File: config.mk
export PLATFORM = sky130hd
export DESIGN_NAME = priority_arbiter_seq
export DESIGN_NICKNAME = d
export VERILOG_FILES = /design/src/rtl/prio_arb_pkg.sv /design/src/rtl/priority_arbiter_seq_pick.sv /design/src/rtl/priority_arbiter_seq.sv
export SDC_FILE = /design/constraint.sdc
export NUM_CORES = 1
export LEC_CHECK = 0
export CORE_MARGIN = 2
export CORE_UTILIZATION = 42
export DETAILED_ROUTE_END_ITERATION = 6
export PLACE_DENSITY = 0.62
export RECOVER_POWER = 100
export SLEW_MARGIN = 20
export SYNTH_ARGS = -nofsm -noshare
export SYNTH_HDL_FRONTEND = slang
export SYNTH_SLANG_ARGS = --single-unit
File: constraint.sdc
create_clock -name clk -period 7.1 [get_ports clk]
set_clock_uncertainty 0.2 [all_clocks]
set_input_delay 1.065 -clock clk [delete_from_list [all_inputs] [get_ports clk]]
set_output_delay 1.065 -clock clk [all_outputs]
set_load 0.02 [all_outputs]
File: src/rtl/prio_arb_pkg.sv
// -----------------------------------------------------------------------------
// prio_arb_pkg
//   Shared definitions for the sequential priority arbiter:
//     - state_t    : arbiter FSM encoding (IDLE, GRANT)
//     - MODE_FIXED : highest requesting index wins
//     - MODE_RR    : round-robin rotation starting at the pointer
//     - clog2()    : index width helper, never less than 1
// -----------------------------------------------------------------------------
package prio_arb_pkg;

    typedef enum logic {
        IDLE  = 1'b0,
        GRANT = 1'b1
    } state_t;

    localparam logic MODE_FIXED = 1'b0;
    localparam logic MODE_RR    = 1'b1;

    function automatic int clog2(input int value);
        int w;
        w = 0;
        while ((1 << w) < value) begin
            w++;
        end
        return (w < 1) ? 1 : w;
    endfunction

endpackage

File: src/rtl/priority_arbiter_seq_pick.sv
// -----------------------------------------------------------------------------
// priority_pick
//   Purely combinational picker used by priority_arbiter_seq.
//   Ports:
//     req  [N] in  : request vector
//     ptr  [W] in  : round-robin start index (always < N)
//     mode     in  : MODE_FIXED or MODE_RR
//     any      out : at least one request is set
//     idx  [W] out : chosen index (0 when any=0)
// -----------------------------------------------------------------------------
module priority_pick
    import prio_arb_pkg::*;
#(
    parameter int N = 10,
    parameter int W = clog2(N)
) (
    input  logic [N-1:0] req,
    input  logic [W-1:0] ptr,
    input  logic         mode,
    output logic         any,
    output logic [W-1:0] idx
);

    int w_pos;

    // NOTE: every output of a combinational block gets a default before any
    // conditional assignment; a path that leaves it unassigned infers a latch.
    always_comb begin
        any   = |req;
        idx   = '0;
        w_pos = 0;
        if (mode == MODE_FIXED) begin
            // Ascending scan: the last (highest) set bit overwrites earlier ones.
            for (int i = 0; i < N; i++) begin
                if (req[i]) idx = W'(i);
            end
        end else begin
            // Descending offset scan from ptr so the smallest offset wins;
            // the wrap is done by subtraction because N need not be 2**W.
            for (int k = N - 1; k >= 0; k--) begin
                w_pos = int'(ptr) + k;
                if (w_pos >= N) w_pos = w_pos - N;
                if (req[w_pos]) idx = W'(w_pos);
            end
        end
    end

endmodule

File: src/rtl/priority_arbiter_seq.sv
// -----------------------------------------------------------------------------
// priority_arbiter_seq
//   Registered N-way arbiter presenting the winning index under valid/ready.
//   Fixed-priority (index N-1 highest) or round-robin, chosen by mode at each
//   load point. Grants are never revoked; back-to-back grants have no bubble.
//   Ports:
//     clk, rst        : clock, asynchronous active-high reset
//     req        [N]  : request vector
//     mode            : 0 fixed, 1 round-robin
//     out_ready       : consumer accepts the current grant
//     lock            : only with PRIO_ARB_LOCK_EN; keeps re-granting the
//                       current index while it stays requested
//     out_valid       : a grant is held
//     out_idx    [W]  : binary index of the grant
//     out_onehot [N]  : one-hot form of out_idx, zero while out_valid=0
//   Configuration macro: PRIO_ARB_LOCK_EN
// -----------------------------------------------------------------------------
module priority_arbiter_seq
    import prio_arb_pkg::*;
#(
    parameter int N = 10,
    parameter int W = clog2(N)
) (
    input  logic         clk,
    input  logic         rst,
    input  logic [N-1:0] req,
    input  logic         mode,
    input  logic         out_ready,
`ifdef PRIO_ARB_LOCK_EN
    input  logic         lock,
`endif
    output logic         out_valid,
    output logic [W-1:0] out_idx,
    output logic [N-1:0] out_onehot
);

    localparam logic [W-1:0] LAST_IDX = W'(N - 1);

    state_t       r_state;
    state_t       w_state_next;
    logic [W-1:0] r_idx;
    logic [W-1:0] r_ptr;
    logic [W-1:0] w_ptr_adv;
    logic [W-1:0] w_ptr_pick;
    logic [W-1:0] w_pick_idx;
    logic [W-1:0] w_lock_idx;
    logic         w_pick_any;
    logic         w_hs;
    logic         w_load;
    logic         w_force;

    assign w_hs = (r_state == GRANT) && out_ready;

`ifdef PRIO_ARB_LOCK_EN
    logic         r_lock;
    logic [W-1:0] r_lock_idx;

    assign w_lock_idx = r_lock ? r_lock_idx : r_idx;
    // Holding the lock requires the locked requester to still be asking.
    assign w_force    = w_hs && lock && req[w_lock_idx];

    always_ff @(posedge clk or posedge rst) begin
        if (rst) begin
            r_lock     <= 1'b0;
            r_lock_idx <= '0;
        end else if (w_hs) begin
            r_lock     <= w_force;
            r_lock_idx <= w_lock_idx;
        end
    end
`else
    assign w_lock_idx = r_idx;
    assign w_force    = 1'b0;
`endif

    // Pointer after a handshake; the explicit wrap keeps it below N.
    assign w_ptr_adv  = w_force ? r_ptr :
                        ((r_idx == LAST_IDX) ? '0 : r_idx + 1'b1);
    // A winner loaded at a handshake must see the already-advanced pointer.
    assign w_ptr_pick = w_hs ? w_ptr_adv : r_ptr;

    priority_pick #(
        .N (N),
        .W (W)
    ) u_pick (
        .req  (req),
        .ptr  (w_ptr_pick),
        .mode (mode),
        .any  (w_pick_any),
        .idx  (w_pick_idx)
    );

    assign w_load = w_pick_any && ((r_state == IDLE) || w_hs);

    // NOTE: sequential state uses non-blocking assignments so every register
    // samples pre-edge values regardless of statement order.
    always_ff @(posedge clk or posedge rst) begin
        if (rst) r_state <= IDLE;
        else     r_state <= w_state_next;
    end

    always_comb begin
        w_state_next = r_state;
        case (r_state)
            IDLE:    if (w_pick_any)         w_state_next = GRANT;
            GRANT:   if (w_hs && !w_pick_any) w_state_next = IDLE;
            default: w_state_next = IDLE;
        endcase
    end

    always_ff @(posedge clk or posedge rst) begin
        if (rst) begin
            r_idx <= '0;
            r_ptr <= '0;
        end else begin
            if (w_hs)   r_ptr <= w_ptr_adv;
            if (w_load) r_idx <= w_force ? w_lock_idx : w_pick_idx;
        end
    end

    always_comb begin
        out_valid  = (r_state == GRANT);
        out_idx    = r_idx;
        out_onehot = '0;
        if (r_state == GRANT) out_onehot = {{(N-1){1'b0}}, 1'b1} << r_idx;
    end

endmodule

==> run_results.csv, run 1 <==
group,metric,value,unit
sta,slew_violations,0,
clock_network,clockRootBuffer,"sky130_fd_sc_hd__clkbuf_8",
global_route,first_global_vias,3936,
global_route,groute.usage.overall,26.74,%
sta,finalHoldViolations,0,
finish,antenna-diode-count,0,
logic_synthesis,synth_top_area_share,7.981,%
critical_path,worst_path_largest_cell_delay,0.73,ns
routing,detail_route.drc_violations,0,
placement,place_congestion,0.9711,
job,max_capacitance_violation_total,0,
logic_synthesis,synth_edf_count,0,
floorplanning,die_height,98.65,um
logic_synthesis,synth.yosys.warnings,0,
clock_network,postCtsResizedCells,0,
finish,layout.cell_area.non_filler,4111,um^2
logic_synthesis,synth_cells,502,
logic_synthesis,yosysMostFrequentCell,"sky130_fd_sc_hd__nand2_1",
logic_synthesis,ys_dominant_reg_cell,"sky130_fd_sc_hd__dfrtp_1",
sta,unrepaired_setup_endpoints_after_global_routing,"false",
logic_synthesis,avg_cell_area_syn,7.495,um^2
finish,n_fill_cell,876,
sta,worst-slew-pin-transition,0.8822,ns
logic_synthesis,synth.area.top_cells,"sky130_fd_sc_hd__ha_1, sky130_fd_sc_hd__dfrtp_1, sky130_fd_sc_hd__mux2i_1, sky130_fd_sc_hd__nand2_1, sky130_fd_sc_hd__a21oi_1",
logic_synthesis,synthesis.area,3762,um^2
global_route,antenna_found_initial,0,
critical_path,cell_chain_of_the_critical_path,"dlygate4sd3_1 -> nand2_1 -> o31ai_4 -> inv_4 -> ha_1 -> ha_1 -> nand3b_1 -> or3_4 -> o211ai_1 -> and2_1 -> mux2_2 -> o211a_1 -> nor2b_1 -> a2111oi_0 -> o211ai_1 -> a221oi_2 -> o221a_2",
floorplanning,floorplan.core_area,8721,um^2
min_path,holdCritPathClass,"reg2reg",
floorplanning,chipWidth,98.65,um
sta,fin_setup_tns,0,ns
routing,dr.pass1.iters,5,
clock_network,tritoncts_buffers,3,
clock_network,clk_transition_reported_paths,0.05,ns
sta,post-route-period-util,90.87,%
clock_network,clk_latency,0.23,ns
sta,finalHoldWorstSlack,0.5635,ns
logic_synthesis,synth_fp_nets,541,
clock_network,tritoncts_clock_tree,"done",
logic_synthesis,portion_of_the_post_synthesis_area_used_by_sequential_elements,5.986,%
clock_network,ctsHoldBuffers,0,
floorplanning,num_io_pins,29,
critical_path,timing.critical_path.slowest_stage_cell,"sky130_fd_sc_hd__dlygate4sd3_1",
sta,fin_ws,0.6480,ns
critical_path,worst_ep_required_time,7.07,ns
routing,vias_per_cell,6.607,
placement,dpl_cell_area,4080,um^2
finish,area_delta_synth_final,9.278,%
global_route,grt_max_degree,30,
clock_network,cts-root-to-sink-buffers,2,
critical_path,cp_top_family,"compound AO/OA/AOI/OAI gates",
sta,clock.fmax,155.0,MHz
critical_path,worst_setup_path_start_kind,"input pin",
clock_network,clock_tree.htree_level_count,1,
global_route,grt_first_pass_wirelength,21090,um
logic_synthesis,yosys.cell_types.count,100,
placement,io_buffer_count,28,
sta,post-route-min-period,6.452,ns
routing,routedWlPerCell,20.83,um
critical_path,setup.reg_to_reg.worst_slack,1.42,ns
sta,worst_slew_margin_rel,40.26,%
logic_synthesis,top_cell_types_by_occurrence_after_synthesis,"sky130_fd_sc_hd__nand2_1, sky130_fd_sc_hd__nor2_1, sky130_fd_sc_hd__a21oi_1",
logic_synthesis,postSynthRegisterBits,9,
critical_path,setup.worst_path.end_class,"register",
logic_synthesis,synth_largest_area_cell,"sky130_fd_sc_hd__ha_1",
run_status,outcome,"complete, no violations",
critical_path,cp_max_fo,18,
routing,antenna_left,0,
critical_path,critical_path_buf_inv_count,2,
logic_synthesis,async_flop_share,100.0,%
critical_path,kind_of_critical_path,"in2reg",
critical_path,arrival,6.42,ns
finish,fraction_of_layout_cells_with_a_size_suffix_above_1,12.79,%
finish,regArea,225.2,um^2
global_route,grt_overflow,0,
routing,routed_wl,13000,um
clock_network,post-cts-setup-buffer-count,0,
finish,multi_input_comb_area,3266,um^2
floorplanning,rows,34,
clock_network,clkSinkCount,9,
routing,via_count,4123,
finish,finalNetCount,556,
placement,post-place-ws,0.7603,ns
floorplanning,fp.dieArea,9731,um^2
routing,drt_first_iter_violations,411,
placement,post-dp-hpwl,10100,um
floorplanning,start_util,43.14,%
sta,setup_viol,0,
sequential cells by signal, summed over array words and instances, names as in the netlist:
name / cells
out_idx: 4
r_ptr: 4
out_valid: 1
final cells by class:
cell class,instances,area share (%)
multi-input cells,442,79.43
repair buffers,37,8.460
flip-flops and latches,9,5.478
well taps,108,3.287
inverters,24,2.252
clock buffers,4,1.096
worst reg2reg max path, stage by stage, from the launching register on:
cell and delay (ns):
sky130_fd_sc_hd__dfrtp_1 0.53, sky130_fd_sc_hd__and2_1 0.26, sky130_fd_sc_hd__ha_1 0.34, sky130_fd_sc_hd__o31ai_4 0.54, sky130_fd_sc_hd__inv_4 0.22, sky130_fd_sc_hd__ha_1 0.29, sky130_fd_sc_hd__ha_1 0.43, sky130_fd_sc_hd__nand3b_1 0.15
sky130_fd_sc_hd__or3_4 0.37, sky130_fd_sc_hd__o211ai_1 0.15, sky130_fd_sc_hd__and2_1 0.23, sky130_fd_sc_hd__mux2_2 0.37, sky130_fd_sc_hd__o211a_1 0.25, sky130_fd_sc_hd__nor2b_1 0.14, sky130_fd_sc_hd__a2111oi_0 0.51, sky130_fd_sc_hd__o211ai_1 0.18
sky130_fd_sc_hd__a221oi_2 0.27, sky130_fd_sc_hd__o221a_2 0.21
worst paths after layout:
kind                       depth (start not counted)                     end                   start
setup / recovery                                  17  out_idx[2]$_DFFE_PP0P_               out_ready
hold / removal                                     2      r_ptr[2]$_DFF_PP0_      r_ptr[2]$_DFF_PP0_
setup reg to reg                                  17  out_idx[2]$_DFFE_PP0P_  out_idx[1]$_DFFE_PP0P_
hold reg to reg                                    2      r_ptr[2]$_DFF_PP0_      r_ptr[2]$_DFF_PP0_
max in group asynchronous                          2  out_idx[2]$_DFFE_PP0P_                     rst
min in group asynchronous                          2      r_ptr[0]$_DFF_PP0_                     rst
kinds of logic after synthesis:
logic type | after synthesis | synth area share [%]
AND/OR/NAND/NOR | 207 | 30.36
XOR/XNOR | 10 | 3.226
adder cells (fa/ha/maj) | 25 | 8.514
AO/OA/AOI/OAI | 167 | 35.19
flip-flops | 9 | 5.986
buffers and inverters | 51 | 6.851
multiplexers | 33 | 9.877
stage by stage:
step                      cells  utilization [%]
after CTS                   624            47.30
after detailed placement    620            46.79
after floorplan             502                -
after global routing        624            47.14
final                       624            47.14
after global placement      620            46.79
cell usage in the layout (no fill, tap or decap), drive strengths merged, types with 6 or more instances in the layout:
master / instances
o31ai: 10
a211o: 6
xnor2: 10
nand3: 20
a21oi: 29
mux2i: 21
nor3: 14
nand2: 50
dlygate4sd3: 18
and2: 8
mux2: 10
nor2b: 11
nor2: 37
nand2b: 12
a211oi: 12
buf: 9
dfrtp: 9
a31o: 6
a31oi: 8
o211ai: 12
o21ai: 21
ha: 24
nor4: 10
and3: 8
clkdlybuf4s50: 10
inv: 24
metal layers:
layer | share of wire, % | track usage (%) | vias to the layer above
met2 | 45 | 43.12 | 164
li1 | - | - | 1967
met4 | 3.0 | 8.746 | 0
met1 | 45 | 37.34 | 1962
met3 | 6.5 | 2.908 | 30
met5 | 0 | 0 | -
Power of run 1 is left out: the tool's default activity adds up to more than one toggle a clock period on the data nets, which glitch-free logic cannot reach.
==> run 2: changes to the inputs <==
--- a/config.mk
+++ b/config.mk
@@ -13,4 +13,6 @@
 export SLEW_MARGIN = 20
 export SYNTH_ARGS = -nofsm -noshare
 export SYNTH_HDL_FRONTEND = slang
+export SYNTH_HIERARCHICAL = 1
 export SYNTH_SLANG_ARGS = --single-unit
+export TNS_END_PERCENT = 10
==> run_results.csv, run 2 <==
group,metric,value,unit
sta,worst-slew-pin-transition,1.551,ns
finish,antenna-diode-count,0,
critical_path,timing.rr.end,"out_idx[2]$_DFFE_PP0P_",
logic_synthesis,synth.yosys.warnings,6,
logic_synthesis,portion_of_the_post_synthesis_area_used_by_sequential_elements,6.435,%
routing,dr.pass1.iters,5,
finish,n_fill_cell,821,
logic_synthesis,post_synth_mux_area_share,12.16,%
floorplanning,rows,33,
critical_path,arrival,6.27,ns
finish,finalNetCount,528,
logic_synthesis,simple_gate_portion_of_the_synthesized_area,29.21,%
global_route,first_global_vias,3449,
min_path,holdCritPathClass,"reg2reg",
logic_synthesis,post_synth_xor_area_fraction,4.576,%
global_route,grt_overflow,0,
finish,area_delta_synth_final,12.26,%
clock_network,clock_tree.htree_level_count,1,
logic_synthesis,yosys.cell_types.count,91,
logic_synthesis,top_cell_types_by_occurrence_after_synthesis,"sky130_fd_sc_hd__nand2_1, sky130_fd_sc_hd__nor2_1, sky130_fd_sc_hd__a21oi_1",
logic_synthesis,synth_fp_nets,509,
clock_network,postCtsResizedCells,0,
logic_synthesis,synth_edf_count,0,
critical_path,worst_setup_ep,"out_idx[2]$_DFFE_PP0P_",
logic_synthesis,synth_top_area_share,9.296,%
sta,setup_viol,0,
critical_path,setup.reg_to_reg.worst_slack,1.52,ns
logic_synthesis,synth_cells,469,
placement,post-place-ws,0.7500,ns
routing,vias_per_cell,6.446,
placement,io_buffer_count,28,
placement,post-dp-hpwl,8890,um
clock_network,clockRootBuffer,"sky130_fd_sc_hd__clkbuf_8",
floorplanning,floorplan.core_area,8134,um^2
critical_path,worst_ep_required_time,7.01,ns
finish,final-instance-count-excl-fill,592,
clock_network,post-cts-setup-buffer-count,0,
critical_path,cp_max_fo,25,
clock_network,clkSinkCount,9,
logic_synthesis,synth_top_family_by_area,"compound AO/OA/AOI/OAI gates",
floorplanning,chipWidth,95.28,um
critical_path,kind_of_critical_path,"in2reg",
logic_synthesis,avg_cell_area_syn,7.462,um^2
routing,detail_route.drc_violations,0,
clock_network,clk_transition_reported_paths,0.05,ns
run_status,violations,"max-capacitance violations, max-slew violations",
global_route,grt_first_pass_wirelength,17820,um
routing,via_count,3816,
finish,layout_commonest_cell,"sky130_fd_sc_hd__nand2_1",
floorplanning,num_io_pins,29,
logic_synthesis,synthesis.area,3500,um^2
finish,fraction_of_layout_cells_with_a_size_suffix_above_1,12.73,%
routing,drt_first_iter_violations,377,
critical_path,setup.worst_path.end_class,"register",
routing,routed_wl,11240,um
floorplanning,start_util,43.02,%
global_route,grt_max_degree,33,
routing,routedWlPerCell,18.99,um
sta,slew_violations,26,
logic_synthesis,adder_cell_share_of_the_synthesized_area,9.296,%
critical_path,worstSetupStartpoint,"out_ready",
global_route,groute.usage.overall,24.91,%
critical_path,critical_path.reg2reg.startpoint,"out_valid$_DFF_PP0_",
logic_synthesis,async_flop_share,100.0,%
sta,unrepaired_setup_endpoints_after_global_routing,"false",
sta,post-route-period-util,89.51,%
clock_network,cts-root-to-sink-buffers,2,
logic_synthesis,synth.area.top_cells,"sky130_fd_sc_hd__ha_1, sky130_fd_sc_hd__dfrtp_1, sky130_fd_sc_hd__mux2i_1, sky130_fd_sc_hd__mux2_2, sky130_fd_sc_hd__a21oi_1",
placement,place_congestion,1.003,
job,max_capacitance_violation_total,1,
clock_network,clk_latency,0.23,ns
placement,post-place-cells,588,
sta,post-route-min-period,6.355,ns
critical_path,worst_setup_path_start_kind,"input pin",
clock_network,ctsHoldBuffers,0,
run_status,outcome,"finished, violations left",
sta,finalHoldViolations,0,
logic_synthesis,postSynthRegisterBits,9,
logic_synthesis,synth_largest_area_cell,"sky130_fd_sc_hd__ha_1",
sta,fin_ws,0.7446,ns
floorplanning,die_height,95.28,um
sta,clock.fmax,157.3,MHz
clock_network,tritoncts_clock_tree,"done",
floorplanning,fp.dieArea,9078,um^2
sta,finalHoldWorstSlack,0.5564,ns
finish,mostFrequentLayoutCells,"sky130_fd_sc_hd__nand2_1, sky130_fd_sc_hd__nor2_1, sky130_fd_sc_hd__a21oi_1",
logic_synthesis,yosysMostFrequentCell,"sky130_fd_sc_hd__nand2_1",
logic_synthesis,area_fraction_in_compound_gates_after_synthesis,32.86,%
global_route,antenna_found_initial,0,
logic_synthesis,ys_dominant_reg_cell,"sky130_fd_sc_hd__dfrtp_1",
sta,worst_slew_margin_rel,-3.372,%
clock_network,tritoncts_buffers,3,
min_path,whs_path_depth,1,
routing,antenna_left,0,
critical_path,ff2ff_path_depth,13,
sta,fin_setup_tns,0,ns
[run 2: worst min-delay path by stage]
stage,from,endpoint,slack (ns)
5_1_grt,out_idx[1]$_DFFE_PP0P_,out_idx[1]$_DFFE_PP0P_,0.59
3_3_place_gp,out_idx[1]$_DFFE_PP0P_,out_idx[1]$_DFFE_PP0P_,0.53
3_5_place_dp,out_idx[1]$_DFFE_PP0P_,out_idx[1]$_DFFE_PP0P_,0.54
6_report,out_idx[1]$_DFFE_PP0P_,out_idx[1]$_DFFE_PP0P_,0.56
2_1_floorplan,r_ptr[3]$_DFF_PP0_,r_ptr[3]$_DFF_PP0_,0.43
4_1_cts,out_idx[1]$_DFFE_PP0P_,out_idx[1]$_DFFE_PP0P_,0.55
[run 2: through the flow]
step / util [%] / instance area (um^2)
floorplan: - / 3500
global placement: 47.84 / 3891
detailed placement: 47.84 / 3891
CTS: 48.39 / 3936
global route: 48.30 / 3929
finish: 48.30 / 3929
[run 2: kinds of logic after synthesis]
kind of cell | after synthesis
AOI/OAI and AO/OA | 154
xor gates and xnor gates | 15
adders and majority gates | 26
buffers and inverters | 43
DFF | 9
muxes | 38
and+or+nand+nor | 184
[run 2: critical path, stage by stage]
cell and delay [ns]:
sky130_fd_sc_hd__clkdlybuf4s50_1 0.53, sky130_fd_sc_hd__nand2_1 0.23, sky130_fd_sc_hd__o21ai_4 0.39, sky130_fd_sc_hd__clkbuf_1 1.17, sky130_fd_sc_hd__mux2_1 0.54, sky130_fd_sc_hd__a41oi_1 0.30, sky130_fd_sc_hd__a2111o_1 0.19, sky130_fd_sc_hd__a21oi_1 0.04
sky130_fd_sc_hd__o32ai_1 0.57, sky130_fd_sc_hd__and2_1 0.27, sky130_fd_sc_hd__mux2_1 0.35, sky130_fd_sc_hd__a221oi_2 0.25, sky130_fd_sc_hd__o2bb2ai_1 0.10, sky130_fd_sc_hd__mux2_2 0.26
[run 2: routing by layer]
layer	vias to the layer above	GRT usage [%]	routed length [um]
li1	1859	-	-
met1	1794	34.17	5145
met2	139	41.84	5214
met3	24	1.265	579
met4	0	7.971	300
met5	-	0	0
[run 2: final cells by class]
class	instances	area [um^2]	area share, %
Multi-Input combinational cell	417	3112	79.20
Timing Repair Buffer	37	340.3	8.662
Sequential cell	9	225.2	5.732
Tap cell	105	131.4	3.344
Inverter	20	75.07	1.911
Clock buffer	4	45.04	1.146
Power of run 2 is left out for the same reason.
